**config.mk**
```make
export PLATFORM = sky130hd
export DESIGN_NAME = fetch_stage
export DESIGN_NICKNAME = d
export VERILOG_FILES = /design/src/rtl/fetch_stage.sv
export SDC_FILE = /design/constraint.sdc
export NUM_CORES = 1
export LEC_CHECK = 0
export ABC_AREA = 1
export BUFFER_PORTS_ARGS = -buffer_cell sky130_fd_sc_hd__buf_2
export CORE_MARGIN = 1.5
export CORE_UTILIZATION = 55
export CTS_BUF_LIST = sky130_fd_sc_hd__clkbuf_8
export CTS_CLUSTER_DIAMETER = 150
export DETAILED_ROUTE_END_ITERATION = 12
export MAX_ROUTING_LAYER = met4
export PLACE_DENSITY = 0.9
export SYNTH_ARGS = -nofsm -noshare
export SYNTH_HDL_FRONTEND = slang
export SYNTH_SLANG_ARGS = --single-unit
```
**constraint.sdc**
```tcl
create_clock -name clk -period 8.4 [get_ports clk]
set_input_delay 0.42 -clock clk [delete_from_list [all_inputs] [get_ports clk]]
set_output_delay 0.42 -clock clk [all_outputs]
set_load 0.1 [all_outputs]
```
**src/rtl/fetch_stage.sv**
```systemverilog
// fetch_stage: instruction-fetch front end.
// Owns the architectural PC, issues instruction-memory reads and buffers
// fetched {pc, instr} pairs in a DEPTH-entry FIFO that feeds decode.
// Decode back-pressure (stall_d) and execute redirects (pc_src) are absorbed here.
// Optional feature: define FETCH_PERF_EN to add the perf_fetched / perf_bubbles
// saturating event counters.

module fetch_stage #(
    parameter logic [31:0] RESET_PC = 32'h00000000,
    parameter int          DEPTH    = 2
) (
    input  logic        clk,
    input  logic        rst,
    output logic [31:0] imem_addr,
    output logic        imem_req,
    input  logic [31:0] imem_rdata,
    input  logic        imem_ready,
    input  logic        pc_src,
    input  logic [31:0] pc_target,
    input  logic        stall_d,
    output logic        valid_d,
    output logic [31:0] instr_d,
    output logic [31:0] pc_d,
    output logic [31:0] pcplus4_d
`ifdef FETCH_PERF_EN
    ,
    output logic [31:0] perf_fetched,
    output logic [31:0] perf_bubbles
`endif
);

    localparam int PW = (DEPTH > 1) ? $clog2(DEPTH) : 1;
    localparam int CW = $clog2(DEPTH + 1);
    localparam logic [CW-1:0] DEPTH_C = CW'(DEPTH);
    localparam logic [31:0]   NOP     = 32'h00000013;

    logic [31:0]   fetchPc_q, fetchPc_d;
    logic [PW-1:0] wrPtr_q, wrPtr_d;
    logic [PW-1:0] rdPtr_q, rdPtr_d;
    logic [CW-1:0] count_q, count_d;

    logic [31:0]   pcMem    [DEPTH];
    logic [31:0]   instrMem [DEPTH];

    logic          pop;
    logic          push;

    // Handshake terms: decode takes the head unless stalled; a fetch is
    // issued whenever there is (or will be) room and no redirect is pending.
    always_comb begin
        valid_d   = (count_q != '0);
        pop       = valid_d & ~stall_d;
        imem_addr = fetchPc_q;
        imem_req  = rst & ~pc_src & ((count_q < DEPTH_C) | pop);
        push      = imem_req & imem_ready;
    end

    // Head-of-FIFO presentation to decode; a NOP with zero PCs when empty.
    always_comb begin
        instr_d   = NOP;
        pc_d      = '0;
        pcplus4_d = '0;
        if (valid_d) begin
            instr_d   = instrMem[rdPtr_q];
            pc_d      = pcMem[rdPtr_q];
            pcplus4_d = pcMem[rdPtr_q] + 32'd4;
        end
    end

    // Next-state for PC, pointers and occupancy; a redirect flushes the
    // FIFO and overrides any push or pop in the same cycle.
    always_comb begin
        fetchPc_d = fetchPc_q;
        wrPtr_d   = wrPtr_q;
        rdPtr_d   = rdPtr_q;
        count_d   = count_q;
        if (pc_src) begin
            fetchPc_d = {pc_target[31:2], 2'b00};
            wrPtr_d   = '0;
            rdPtr_d   = '0;
            count_d   = '0;
        end else begin
            if (push) begin
                fetchPc_d = fetchPc_q + 32'd4;
                wrPtr_d   = wrPtr_q + PW'(1);
            end
            if (pop) begin
                rdPtr_d = rdPtr_q + PW'(1);
            end
            if (push && !pop) begin
                count_d = count_q + CW'(1);
            end else if (!push && pop) begin
                count_d = count_q - CW'(1);
            end
        end
    end

    // Control state registers with synchronous active-low reset.
    always_ff @(posedge clk) begin
        if (!rst) begin
            fetchPc_q <= RESET_PC;
            wrPtr_q   <= '0;
            rdPtr_q   <= '0;
            count_q   <= '0;
        end else begin
            fetchPc_q <= fetchPc_d;
            wrPtr_q   <= wrPtr_d;
            rdPtr_q   <= rdPtr_d;
            count_q   <= count_d;
        end
    end

    // FIFO storage write; contents need no reset since count gates visibility.
    always_ff @(posedge clk) begin
        if (push) begin
            pcMem[wrPtr_q]    <= fetchPc_q;
            instrMem[wrPtr_q] <= imem_rdata;
        end
    end

`ifdef FETCH_PERF_EN
    logic [31:0] perfFetched_q;
    logic [31:0] perfBubbles_q;

    // Saturating event counters: accepted pops and empty-output cycles.
    always_ff @(posedge clk) begin
        if (!rst) begin
            perfFetched_q <= '0;
            perfBubbles_q <= '0;
        end else begin
            if (pop && !pc_src && (perfFetched_q != 32'hFFFFFFFF)) begin
                perfFetched_q <= perfFetched_q + 32'd1;
            end
            if (!valid_d && (perfBubbles_q != 32'hFFFFFFFF)) begin
                perfBubbles_q <= perfBubbles_q + 32'd1;
            end
        end
    end

    assign perf_fetched = perfFetched_q;
    assign perf_bubbles = perfBubbles_q;
`endif

endmodule

```
==> results.toml, run 1 <==
[worst_setup_path]
setup.worst_path.class = "reg -> out"
startpoint_type = "register"
critPathRequiredTime_ps = 7980
critical_path.endpoint_type = "output port"
worst-endpoint-arrival_ps = 3600
critical_path_peak_fanout = 63

[timing]
timing.setup.tns_ps = 0
timing.slew.headroom_pct = 28.36
final.period_utilization_pct = 47.91
final.min_clock_period_ps = 4025
hold_violations_final = 0
final_max_slew_viol_count = 0
worst-slew-pin-transition_ps = 1075
maxClockFrequency_mhz = 248.5
final_setup_viols = 0
fin_hold_ws_ps = 148.9
worst_skew_ps = 12.70
worst_slack_ps = 4376
rsz_0062_raised_after_global_routing = "false"

[routing]
dr.first_iter.drc_count = 706
drc = 0
firstDrtPassIters = 6
antenna_violating_nets_post_route = 0
detailroute.via_count = 7299
vias_per_cell = 5.240
wire_per_inst_um = 14.78
routed_wl_um = 20590

[global_route]
track_usage_pct = 27.43
first_global_vias = 6782
grt_max_degree = 79
grt_overflow = 0
antenna_found_initial = 0
global_route_wire_length_before_repair_um = 32950

[placed_design]
buffer_ports.inserted = 190
placed_cell_area_mm2 = 0.009211
placement.setup.worst_slack_ps = 4873
gp_congestion = 0.9302
placedCellCount = 1361
dp.final_hpwl_um = 14570

[clock_tree]
htree_num_levels = 4
cts_tree = "done"
cts_resized = 0
clock_latency_ps = 450
clock-root-buffer = "sky130_fd_sc_hd__clkbuf_8"
ctsHoldBuffers = 0
cts_inserted_buffers = 17
clkTransAtPathRegs_ps = 100
clock_sink_count = 159
post-cts-setup-buffer-count = 0
clock_tree.buffer_depth = 2

[cells_and_area]
layout_commonest_cell = "sky130_fd_sc_hd__nand2_1"
synthToLayoutAreaGrowth_pct = 17.89
finish.net_count = 1268
antenna_cells = 0
fin_cells = 1393
postLayoutCoreUtil_pct = 66.20
finalInstanceArea_mm2 = 0.009622
drive_gt1_share_pct = 22.75
layout_common_cells = "359 x sky130_fd_sc_hd__nand2_1, 190 x sky130_fd_sc_hd__buf_2, 124 x sky130_fd_sc_hd__edfxtp_1"

[yosys]
syn-cell-area_mm2 = 0.008162
ys_types = 35
yosysWarningCount = 0
synth-seq-cells = 159
synth_edf_count = 124
avgSynthCellArea_um2 = 8.033
synth-seq-area-share_pct = 54.21
dominant_synthesized_flop_cell = "sky130_fd_sc_hd__edfxtp_1"
synth-async-reset-ratio_pct = 0
syn-instance-count = 1016

[floorplanning]
dieWidth_um = 124.8
placeable_core_region_mm2 = 0.01453
fp.dieH_um = 124.8
initial_utilization_pct = 56.16
floorplan.die_area_mm2 = 0.01558
boundary_pin_count = 199
row_count = 44

[outcome]
status = "finished, final reports clean"

[power]
reported_leakage_power_nw = 4.324
p_per_area_mw_per_mm2 = 191.0
irDropWorstVdd_uv = 99.27
p_total_mw = 1.838

[job]
cap_viol_max_count = 0

[hold_path]
min-delay-path-class = "in -> reg"
per-layer routing:
metal | global-route usage [%] | part of all wire (%) | vias to the layer above
li1 | - | - | 3614
met1 | 34.86 | 41 | 3304
met2 | 43.83 | 48 | 338
met3 | 5.326 | 8.6 | 43
met4 | 10.56 | 2.6 | 0
met5 | - | 0 | -
cells in the mapped netlist (4+ instances only):
cell                       number  area [um^2]
sky130_fd_sc_hd__a21oi_1       66        330.3
sky130_fd_sc_hd__a31oi_1        7        43.79
sky130_fd_sc_hd__buf_1          6        22.52
sky130_fd_sc_hd__buf_2          7        35.03
sky130_fd_sc_hd__buf_4          8        60.06
sky130_fd_sc_hd__clkbuf_1      14        52.55
sky130_fd_sc_hd__dfxtp_1       35        700.7
sky130_fd_sc_hd__edfxtp_1     124         3724
sky130_fd_sc_hd__inv_1        102        382.9
sky130_fd_sc_hd__inv_2          4        15.01
sky130_fd_sc_hd__nand2_1      359         1348
sky130_fd_sc_hd__nand2_2       16        100.1
sky130_fd_sc_hd__nand3_1       52        260.3
sky130_fd_sc_hd__nor2_1       124        465.5
sky130_fd_sc_hd__nor2_2        16        100.1
sky130_fd_sc_hd__nor2_4         4        45.04
sky130_fd_sc_hd__o21ai_0       35        175.2
sky130_fd_sc_hd__xor2_1        10        87.58
state kept, by name (all words and copies together), names as in the netlist, named ones only:
| register | cells |
|---|---|
| instrMem | 64 |
| pcMem | 60 |
| imem_addr | 30 |
| wrPtr_q | 1 |
| count_q | 2 |
| rdPtr_q | 1 |
cells by family after synthesis:
kind of cell / count (synthesis) / share of synthesized area [%]
other cells: 1 / 0.04595
xor+xnor: 11 / 1.180
fa+ha+maj: 3 / 0.4600
buf+inv: 145 / 7.451
simple gates: 583 / 29.48
compound gates: 114 / 7.175
flops: 159 / 54.21
path summary, 6_finish.rpt:
path                  from             end  slack (ps)  depth (start not counted)
max               register   pcplus4_d[26]        4380                         11
min          imem_rdata[8]  instrMem[0][8]         150                          1
max reg2reg     count_q[0]      count_q[1]        6260                          9
min reg2reg        rdPtr_q        register         470                          1
power by group:
part           leakage [nW]  internal, mW  switching [mW]
combinational          2.71        0.0598           0.316
sequential             1.41         0.869          0.0231
clock                 0.200         0.274           0.297
total                  4.32          1.20           0.636
layout make-up:
class,count,area [um^2]
Fill cell,1187,4912
Tap cell,184,230.2
Multi-Input combinational cell,717,3171
Timing Repair Buffer,194,980.9
Clock buffer,17,234.0
Sequential cell,159,4425
Inverter,107,404.1
Clock inverter,15,176.4
critical path, cell delays in order, from the launching register on:
cell and delay (ps):
sky130_fd_sc_hd__dfxtp_2 360, sky130_fd_sc_hd__inv_2 760, sky130_fd_sc_hd__nand2_1 160, sky130_fd_sc_hd__nand2_1 160
sky130_fd_sc_hd__ha_1 230, sky130_fd_sc_hd__inv_1 120, sky130_fd_sc_hd__nor2_1 260, sky130_fd_sc_hd__nand3_1 200
sky130_fd_sc_hd__nor2_2 230, sky130_fd_sc_hd__nand4_1 110, sky130_fd_sc_hd__nand2_1 110, sky130_fd_sc_hd__buf_2 430
Power figures use the tool's default switching activity.
==> run 2, diff against run 1 <==
==> constraint.sdc (replaced) <==
create_clock -name clk -period 4 [get_ports clk]
set_input_delay 0.2 -clock clk [delete_from_list [all_inputs] [get_ports clk]]
set_output_delay 0.2 -clock clk [all_outputs]
set_load 0.1 [all_outputs]
==> results.toml, run 2 (synthesis gave the netlist of run 1 again) <==
[global_route]
global_route_wire_length_before_repair_um = 34270
track_usage_pct = 28.41
grt_overflow = 0
antenna_found_initial = 0
first_global_vias = 7033
grt_max_degree = 78

[power]
reported_leakage_power_nw = 4.460
irDropWorstVdd_uv = 182.4
p_total_mw = 3.809
p_per_area_mw_per_mm2 = 383.2

[worst_setup_path]
reg2reg_from = "count_q[0]"
worst_path_max_delay_cell = "sky130_fd_sc_hd__buf_4"
startpoint_type = "register"
critical_path_peak_fanout = 48
setup.worst_path.class = "reg -> out"
worst_path_most_repeated_cell = "sky130_fd_sc_hd__nand2_1"
worst-r2r-setup-slack_ps = 1820
worst-endpoint-arrival_ps = 3310
max_stage_delay_ps = 490
worstPathCellList = "inv_2 > buf_4 > nand2_1 > nand2_1 > nand2_1 > nor2_2 > nand3_1 > nor2_2 > nand4_1 > nand2_1 > buf_2"
critPathRequiredTime_ps = 3800
critical_path.endpoint_type = "output port"

[cells_and_area]
fin_cells = 1429
layout_commonest_cell = "sky130_fd_sc_hd__nand2_1"
drive_gt1_share_pct = 22.09
antenna_cells = 0
registers.top_by_ff_count = "instrMem"
finish.net_count = 1304
nFillCells = 1128
synthToLayoutAreaGrowth_pct = 21.82
layout_common_cells = "359 x sky130_fd_sc_hd__nand2_1, 190 x sky130_fd_sc_hd__buf_2, 124 x sky130_fd_sc_hd__edfxtp_1"
largest_reg_flops = 64
finalInstanceArea_mm2 = 0.009942

[floorplanning]
row_count = 44
placeable_core_region_mm2 = 0.01453
initial_utilization_pct = 56.16
dieWidth_um = 124.8
boundary_pin_count = 199
floorplan.die_area_mm2 = 0.01558
fp.dieH_um = 124.8

[placed_design]
placed_cell_area_mm2 = 0.009219
dp.final_hpwl_um = 14630
gp_congestion = 0.9252
buffer_ports.inserted = 190
placedCellCount = 1362

[timing]
worst_skew_ps = 14.34
worst-slew-pin-transition_ps = 837.6
maxClockFrequency_mhz = 285.0
timing.slew.headroom_pct = 44.16
final.min_clock_period_ps = 3509
timing.setup.tns_ps = 0
rsz_0062_raised_after_global_routing = "false"
final_setup_viols = 0
final_max_slew_viol_count = 0
final.period_utilization_pct = 87.72
hold_violations_final = 0

[clock_tree]
clock_latency_ps = 460
clkTransAtPathRegs_ps = 90
post-cts-setup-buffer-count = 0
cts_tree = "done"
cts_inserted_buffers = 17
clock-root-buffer = "sky130_fd_sc_hd__clkbuf_8"
clock_tree.buffer_depth = 2
htree_num_levels = 4
clock_sink_count = 159
cts_resized = 0

[routing]
wire_per_inst_um = 14.96
detailroute.via_count = 7523
firstDrtPassIters = 6
dr.first_iter.drc_count = 693
routed_wl_um = 21380
vias_per_cell = 5.265
antenna_violating_nets_post_route = 0
drc = 0

[hold_path]
min-delay-start = "pc_target[9]"
min-delay-path-class = "in -> reg"

[job]
cap_viol_max_count = 0

[outcome]
status = "finished, final reports clean"
run 2: cell count changes in the layout (fill, tap and decap cells not counted):
cell                            delta
sky130_fd_sc_hd__clkinv_4          +1
sky130_fd_sc_hd__dlygate4sd3_1    +35
sky130_fd_sc_hd__inv_1             +1
sky130_fd_sc_hd__clkinv_2          +1
sky130_fd_sc_hd__inv_8             -3
sky130_fd_sc_hd__buf_4             +1
sky130_fd_sc_hd__bufinv_16         -1
sky130_fd_sc_hd__inv_6             +1
run 2: worst paths after layout:
check                        to  cells past startpoint
hold reg to reg         rdPtr_q                      1
hold / removal     imem_addr[9]                      3
setup / recovery  pcplus4_d[26]                     11
setup reg to reg     count_q[1]                      9
run 2: worst max-delay path, delay by kind of cell (launching register included):
kind	cells	cell delay (ps)
DFF	1	430
and+or+nand+nor	8	1210
buffers and inverters	3	1190
run 2: metal layers:
layer / up-vias / wire [um] / global-route usage (%)
met1: 3352 / 8733 / 36.63
met3: 70 / 1868 / 4.682
met4: 0 / 811 / 13.64
li1: 3691 / - / -
met5: - / 0 / -
met2: 410 / 9967 / 44.12
run 2: stage by stage:
stage | setup slack (ps) | hold slack [ps] | utilization [%]
after floorplan | 242.8 | 297.6 | -
after global routing | 208.4 | 19.00 | 68.41
after detailed placement | 1016 | 391.8 | 63.43
final | 491.4 | 12.75 | 68.41
after global placement | 1091 | 387.9 | 63.43
after CTS | 496.2 | 0.7963 | 68.41
run 2: timing repair:
action | in CTS | in global routing
hold buffers | 35 | 0
hold endpoints to repair | 67 | 0
endpoints found under the setup margin | 0 | 0
run 2: where the power goes:
| group | total, mW | internal [mW] | switching, mW |
|---|---|---|---|
| logic | 0.821 | 0.148 | 0.673 |
| clock network | 1.11 | 0.499 | 0.616 |
| registers | 1.87 | 1.82 | 0.0495 |
run 2: cell type report:
cell class / count / area [um^2] / share of cell area (%)
Multi-Input combinational cell: 717 / 3171 / 31.89
Clock buffer: 17 / 234.0 / 2.353
Inverter: 107 / 404.1 / 4.065
Timing Repair Buffer: 230 / 1339 / 13.47
Clock inverter: 15 / 138.9 / 1.397
Sequential cell: 159 / 4425 / 44.51
Tap cell: 184 / 230.2 / 2.316
